$ cat src/rtl/mul_div_unit.sv
// mul_div_unit: iterative 32-step multiply/divide unit holding the result in HI/LO
module mul_div_unit (
  input  logic        clk_i,
  input  logic        rst_i,
  input  logic        start_i,
  input  logic [1:0]  op_i,
  input  logic [31:0] RS_data_i,
  input  logic [31:0] RT_data_i,
  output logic [31:0] HI_o,
  output logic [31:0] LO_o,
  output logic        busy_o,
  output logic        done_o
);
  typedef enum logic [1:0] {IDLE, CALC, FIX, DONE} state_t;
  state_t state, state_n;
  logic        is_div, sign_n, sign_q, accept, sgn;
  logic [31:0] m, rs, rs_mag, rt_mag, div_r, quo, rem, hi_fix, lo_fix;
  logic [63:0] acc, acc_step, prod;
  logic [32:0] mul_sum, div_p;
  logic [4:0]  cnt;
  logic        div_ge;
  assign sgn    = ~op_i[0];
  assign rs_mag = (sgn && RS_data_i[31]) ? -RS_data_i : RS_data_i;
  assign rt_mag = (sgn && RT_data_i[31]) ? -RT_data_i : RT_data_i;
  assign accept = start_i && (state == IDLE || state == DONE);
  assign busy_o = (state == CALC) || (state == FIX);
  assign done_o = (state == DONE);
  always_comb begin
    mul_sum  = {1'b0, acc[63:32]} + (acc[0] ? {1'b0, m} : 33'd0);
    div_p    = {acc[63:32], acc[31]};
    div_ge   = div_p >= {1'b0, m};
    div_r    = div_p[31:0] - m;
    acc_step = is_div ? (div_ge ? {div_r, acc[30:0], 1'b1} : {div_p[31:0], acc[30:0], 1'b0})
                      : {mul_sum, acc[31:1]};
    prod     = sign_q ? -acc : acc;
    quo      = sign_q ? -acc[31:0] : acc[31:0];
    rem      = sign_n ? -acc[63:32] : acc[63:32];
    hi_fix   = !is_div ? prod[63:32] : (m == '0 ? rs : rem);
    lo_fix   = !is_div ? prod[31:0] : (m == '0 ? '1 : quo);
  end
  always_comb begin
    state_n = (state == CALC) ? (cnt == 5'd31 ? FIX : CALC) :
              (state == FIX)  ? DONE :
              (start_i ? CALC : IDLE);
  end
  always_ff @(posedge clk_i or posedge rst_i) begin
    if (rst_i) state <= IDLE;
    else state <= state_n;
  end
  always_ff @(posedge clk_i or posedge rst_i) begin
    if (rst_i) begin
      is_div <= 1'b0;
      sign_n <= 1'b0;
      sign_q <= 1'b0;
      m      <= '0;
      rs     <= '0;
      acc    <= '0;
      cnt    <= '0;
      HI_o   <= '0;
      LO_o   <= '0;
    end else if (accept) begin
      is_div <= op_i[1];
      sign_n <= sgn && RS_data_i[31];
      sign_q <= sgn && (RS_data_i[31] ^ RT_data_i[31]);
      m      <= op_i[1] ? rt_mag : rs_mag;
      rs     <= RS_data_i;
      acc    <= {32'd0, op_i[1] ? rs_mag : rt_mag};
      cnt    <= '0;
    end else if (state == CALC) begin
      acc <= acc_step;
      cnt <= cnt + 5'd1;
    end else if (state == FIX) begin
      HI_o <= hi_fix;
      LO_o <= lo_fix;
    end
  end
endmodule
$ cat config.mk
export PLATFORM = sky130hd
export DESIGN_NAME = mul_div_unit
export DESIGN_NICKNAME = d
export VERILOG_FILES = /design/src/rtl/mul_div_unit.sv
export SDC_FILE = /design/constraint.sdc
export NUM_CORES = 1
export LEC_CHECK = 0
export BUFFER_PORTS_ARGS = -buffer_cell sky130_fd_sc_hd__buf_2
export CORE_ASPECT_RATIO = 1.25
export CORE_MARGIN = 4
export CORE_UTILIZATION = 36
export CTS_CLUSTER_SIZE = 25
export DETAILED_ROUTE_END_ITERATION = 16
export PLACE_DENSITY = 0.58
export SYNTH_ARGS = -nofsm -noshare
export SYNTH_HDL_FRONTEND = slang
export SYNTH_SLANG_ARGS = --single-unit
$ cat constraint.sdc
create_clock -name clk_i -period 16 [get_ports clk_i]
set_clock_uncertainty 0.05 [all_clocks]
set_input_delay 4 -clock clk_i [delete_from_list [all_inputs] [get_ports clk_i]]
set_output_delay 4 -clock clk_i [all_outputs]
set_load 0.01 [all_outputs]
==> Yosys cells after proc, flatten, opt, wreduce, memory -nomap -nowiden <==
Cells that the tools add are included.
{ "totals": {"out_inout_bits": 66, "wordCells": 59, "reg_bits": 202} }
{ "op_classes": {"n_bitwise": 4, "add_sub_neg": 8, "n_reduce_logical": 10, "n_lt_le_gt_ge": 1, "eq_ne": 4, "mux": 22} }
{ "op_table": {"columns": ["operator", "n"], "rows": [
  ["two-way mux 32 bit", 11],
  ["two-way mux 64 bit", 5],
  ["negation 32 bit", 4],
  ["negation 64 bit", 1],
  ["adder 32 x 32 -> 33 bit", 1],
  ["greater-or-equal comparator 33 x 32 -> 1 bit", 1],
  ["logical NOT 32 bit", 1],
  ["subtractor 32 bit", 1],
  ["two-way mux 5 bit", 2],
  ["two-way mux 2 bit", 3],
  ["adder 5 x 1 -> 5 bit (second input constant)", 1],
  ["== test 5 bit (second input constant)", 1],
  ["== test 2 bit (second input constant)", 2],
  ["logical AND 1 bit", 4],
  ["inverter 1 bit", 3],
  ["AND reduction 3 bit", 1],
  ["== test 2 x 1 -> 1 bit (second input constant)", 1],
  ["logical NOT 2 bit", 1],
  ["logical OR 1 bit", 2],
  ["nonzero test 2 bit", 1],
  ["two-way mux 1 bit", 1],
  ["XOR 1 bit", 1]
]} }

==> Logic depth before layout (Yosys ltp) <==
{ "logic_depth": {"word_depth": 5, "ltp_mapped": 15, "mapped_depth_nobuf": 14} }

==> Least setup slack after synthesis <==
No wires, ideal clock.
{ "synth_timing": {"kind": "in2reg", "start": "in RT_data_i[7]", "end": "reg m[30]", "t_required_ns": 15.818, "setup_ns": 0.132, "path_stages": 10, "arrival_ns": 6.161, "setup_slack_ns": 9.657, "cell_sequence": "or3_1 -> nor4b_1 -> nand3b_1 -> nor3_1 -> nand2_1 -> o41ai_1 -> xor2_1 -> nand2_1 -> o211ai_1 -> o21ai_0"} }
{ "synth_between": {"elab_chain_len": 3} }
{ "synth_rtl": {"columns": ["item", "line", "rtl"], "rows": [
  ["start: declaration", "8", "input logic [31:0] RT_data_i,"],
  ["negation 32 bit", "24", "assign rt_mag = (sgn && RT_data_i[31]) ? -RT_data_i : RT_data_i;"],
  ["two-way mux 32 bit", "24", null],
  ["two-way mux 32 bit", "65", "m <= op_i[1] ? rt_mag : rs_mag;"],
  ["end signal: assignment", "65", null],
  ["end: declaration", "17", "logic [31:0] m, rs, rs_mag, rt_mag, div_r, quo, rem, hi_fix, lo_fix;"]
]} }
No other way between the ends.
A chain may end at the register's enable or synchronous reset.

==> Final worst setup path <==
Same ends and word-level chain as after synthesis.

==> results by group <==
Outcome
  • Status: completed

Global route
  • Gr usage total: 23.7%
  • Pin count of the biggest net entering global routing: 129
  • GRT Residual Overflow: 0
  • Initial antenna violation count: 16
  • Vias in the first global route: 15355
  • First-pass GRT wire length: 93.4 mm

Layout
  • Fin cells: 2773
  • Layout cells sized above 1: 11.0%
  • Final net count: 2317
  • P&R area growth vs syn: 10.4%
  • Fill count: 4630
  • Final Util: 40.4%
  • Final instance area: 0.0183 mm2
  • Most frequent cells in the layout: 307 x nand2_1, 219 x o21ai_0, 201 x nor2_1
  • Commonest non-fill, non-tap cell in the layout: nand2_1

STA
  • FMAX: 154 MHz
  • Max-slew headroom: 16.8%
  • Endpoints failing hold: 0
  • Slew @ Worst Pin: 1.25 ns
  • Final setup vio count: 0
  • Min setup slack post-route: 9.53 ns
  • Setup TNS: 0 ns
  • Fin crit share: 40.5%
  • Slew Viols, Final: 0
  • Hold Slack: 0.441 ns
  • Tmin final: 6.47 ns
  • RSZ-0062 raised after global routing: false

Yosys
  • Asr flop ratio synth: 100%
  • FF+latch count, synth: 202
  • Post-Synthesis Cells: 2152
  • Most common flop cell mapped by yosys: dfrtp_1
  • Count of cell types in the netlist: 77
  • Seq/Total Area, Yosys: 30.4%
  • Mean post-synth cell area: 7.72 um2
  • Yosys warning count: 0
  • Mapped Area: 0.0166 mm2
  • Post-synth EDFFs: 0
  • Post-Syn Nets: 2296

Clock tree
  • Clk root buf: clkbuf_16
  • Post-CTS Setup Bufs: 0
  • Post-CTS sizing: 0
  • Hold Buf Count CTS: 0
  • Clk buf depth: 3
  • TritonCTS buffer count: 23
  • CTS tree: built
  • Sink Count: 202
  • Clock-pin slew on the worst setup and hold paths: 0.06 ns
  • Deepest level of the CTS H-tree: 1
  • Clk Latency, worst-skew pair: 0.56 ns

Place
  • Placement Setup Slack: 8.99 ns
  • DP Wirelength: 47.1 mm
  • Number of port buffers: 134
  • Area after DPL: 0.0176 mm2
  • Placed insts: 2726
  • Placer Congestion: 0.942

Detailed routing
  • First-pass DRT Iterations: 5
  • DRC viols: 0
  • Final WL: 61.4 mm
  • ANT nets after route: 0
  • Routed vias: 15941
  • Wirelength per Cell: 22.1 um
  • DR vias/cell: 5.75
  • DRT iter0 DRCs: 1459

Floorplan
  • Initial core utilization: 36.6%
  • Placeable Area: 0.0454 mm2
  • DIE HEIGHT: 248 um
  • Die ar.: 0.0496 mm2
  • Die boundary width: 200 um
  • Row count: 87
  • Io pins: 135

Critical path
  • Req. time, crit path: 16.35 ns
  • CP Capture Type: register
  • Critical path class: input port to register
  • Crit start category: input port
  • CP max FO: 5
  • WP data arrival: 6.82 ns

Power
  • Leakage: 8.05 nW
  • Maximum VDD drop: 0.0000941 V
  • P per Cell Area: 238 mW/mm2
  • Total power: 4.36 mW

Worst hold path
  • Hold WC Path Type: register to register

Run
  • Max-cap check violation count: 0
[routing by layer]
metal  global-route usage (%)  vias to the layer above  wire length, um
met4                     11.0                       14             3140
met1                     30.5                     7648            25700
li1                         -                     7645                -
met5                        0                        -               95
met2                     39.7                      502            28600
met3                     3.65                      132             3800
[path summary, 6_finish.rpt]
check | end | start | cells after the start | slack, ns
max in group asynchronous | rs[19] | rst_i | 3 | 10.65
hold / removal | rs[8] | rs[8] | 2 | 0.44
hold reg to reg | rs[8] | rs[8] | 2 | 0.44
setup / recovery | m[30] | RT_data_i[7] | 11 | 9.53
setup reg to reg | acc[35] | acc[46] | 12 | 11.18
min in group asynchronous | LO_o[21] | rst_i | 2 | 3.60
[synthesized netlist by cell type, types with 6 or more instances]
library cell  number  share of area (%)
nand2_1          308                7.0
o21ai_0          219                6.6
dfrtp_1          202                 30
nor2_1           201                4.5
a21oi_1          166                5.0
clkbuf_1         129                2.9
xor2_1           103                5.4
xnor2_1           98                5.2
inv_1             81                1.8
ha_1              73                5.5
o211ai_1          65                2.9
mux2i_1           48                2.9
nand3_1           35                1.1
o31ai_1           33                1.5
a211oi_1          29                1.3
nor4_1            29                1.1
a21o_1            26                1.2
nor3_1            20               0.60
nand2b_1          19               0.72
or3_1             19               0.72
mux2_2            16                1.1
nand4_1           15               0.57
o41ai_1           15               0.79
o21a_1            13               0.59
or4_1             13               0.59
and3_1            12               0.45
buf_1             12               0.27
o21ai_1           12               0.36
a31oi_1           11               0.41
nor2b_1           11               0.41
buf_2             10               0.30
o221ai_1           9               0.47
or2_2              9               0.34
nand3b_1           7               0.32
and2_1             6               0.23
[kinds of logic (layout without fill, tap and decap cells)]
kind of cell             after synthesis  count (layout)  synth area share, %
AO/OA/AOI/OAI                        644             644                 23.6
adder cells (fa/ha/maj)               75              75                 5.74
flip-flops                           202             202                 30.4
multiplexers                          64              64                 3.98
other                                  0               6                    0
XOR/XNOR                             201             201                 10.6
AND/OR/NAND/NOR                      730             730                 20.1
buffers and inverters                236             273                 5.50
[worst max-delay path, cell delays in order]
cell and delay (ns):
buf_2 0.12, or3_1 0.45, nor4b_1 0.56, nand3b_1 0.17, nor3_1 0.47, nand2_1 0.14, o41ai_1 0.34, xor2_1 0.25
nand2_1 0.08, o211ai_1 0.13, o21ai_0 0.10
[flip-flops by register name (all words and copies together) (netlist names)]
| name | cells |
|---|---|
| acc | 64 |
| state | 2 |
| cnt | 5 |
| sign_q | 1 |
| rs | 32 |
| is_div | 1 |
| m | 32 |
| LO_o | 32 |
| HI_o | 32 |
| sign_n | 1 |
[cell type report]
class | count | area, um2 | share of cell area [%]
well taps | 578 | 723 | 3.95
flip-flops and latches | 202 | 5060 | 27.6
repair buffers | 149 | 786 | 4.29
clock inverters | 9 | 121 | 0.662
clock buffers | 32 | 629 | 3.43
diodes | 6 | 15.0 | 0.0819
inverters | 83 | 319 | 1.74
multi-input cells | 1714 | 10700 | 58.2
[report_power, final]
| part | internal (mW) | switching, mW | leakage, nW |
|---|---|---|---|
| combinational | 1.11 | 1.60 | 5.20 |
| clock | 0.310 | 0.239 | 0.357 |
| sequential | 0.711 | 0.393 | 2.50 |
Note: power is estimated with default switching activity, not from simulation.
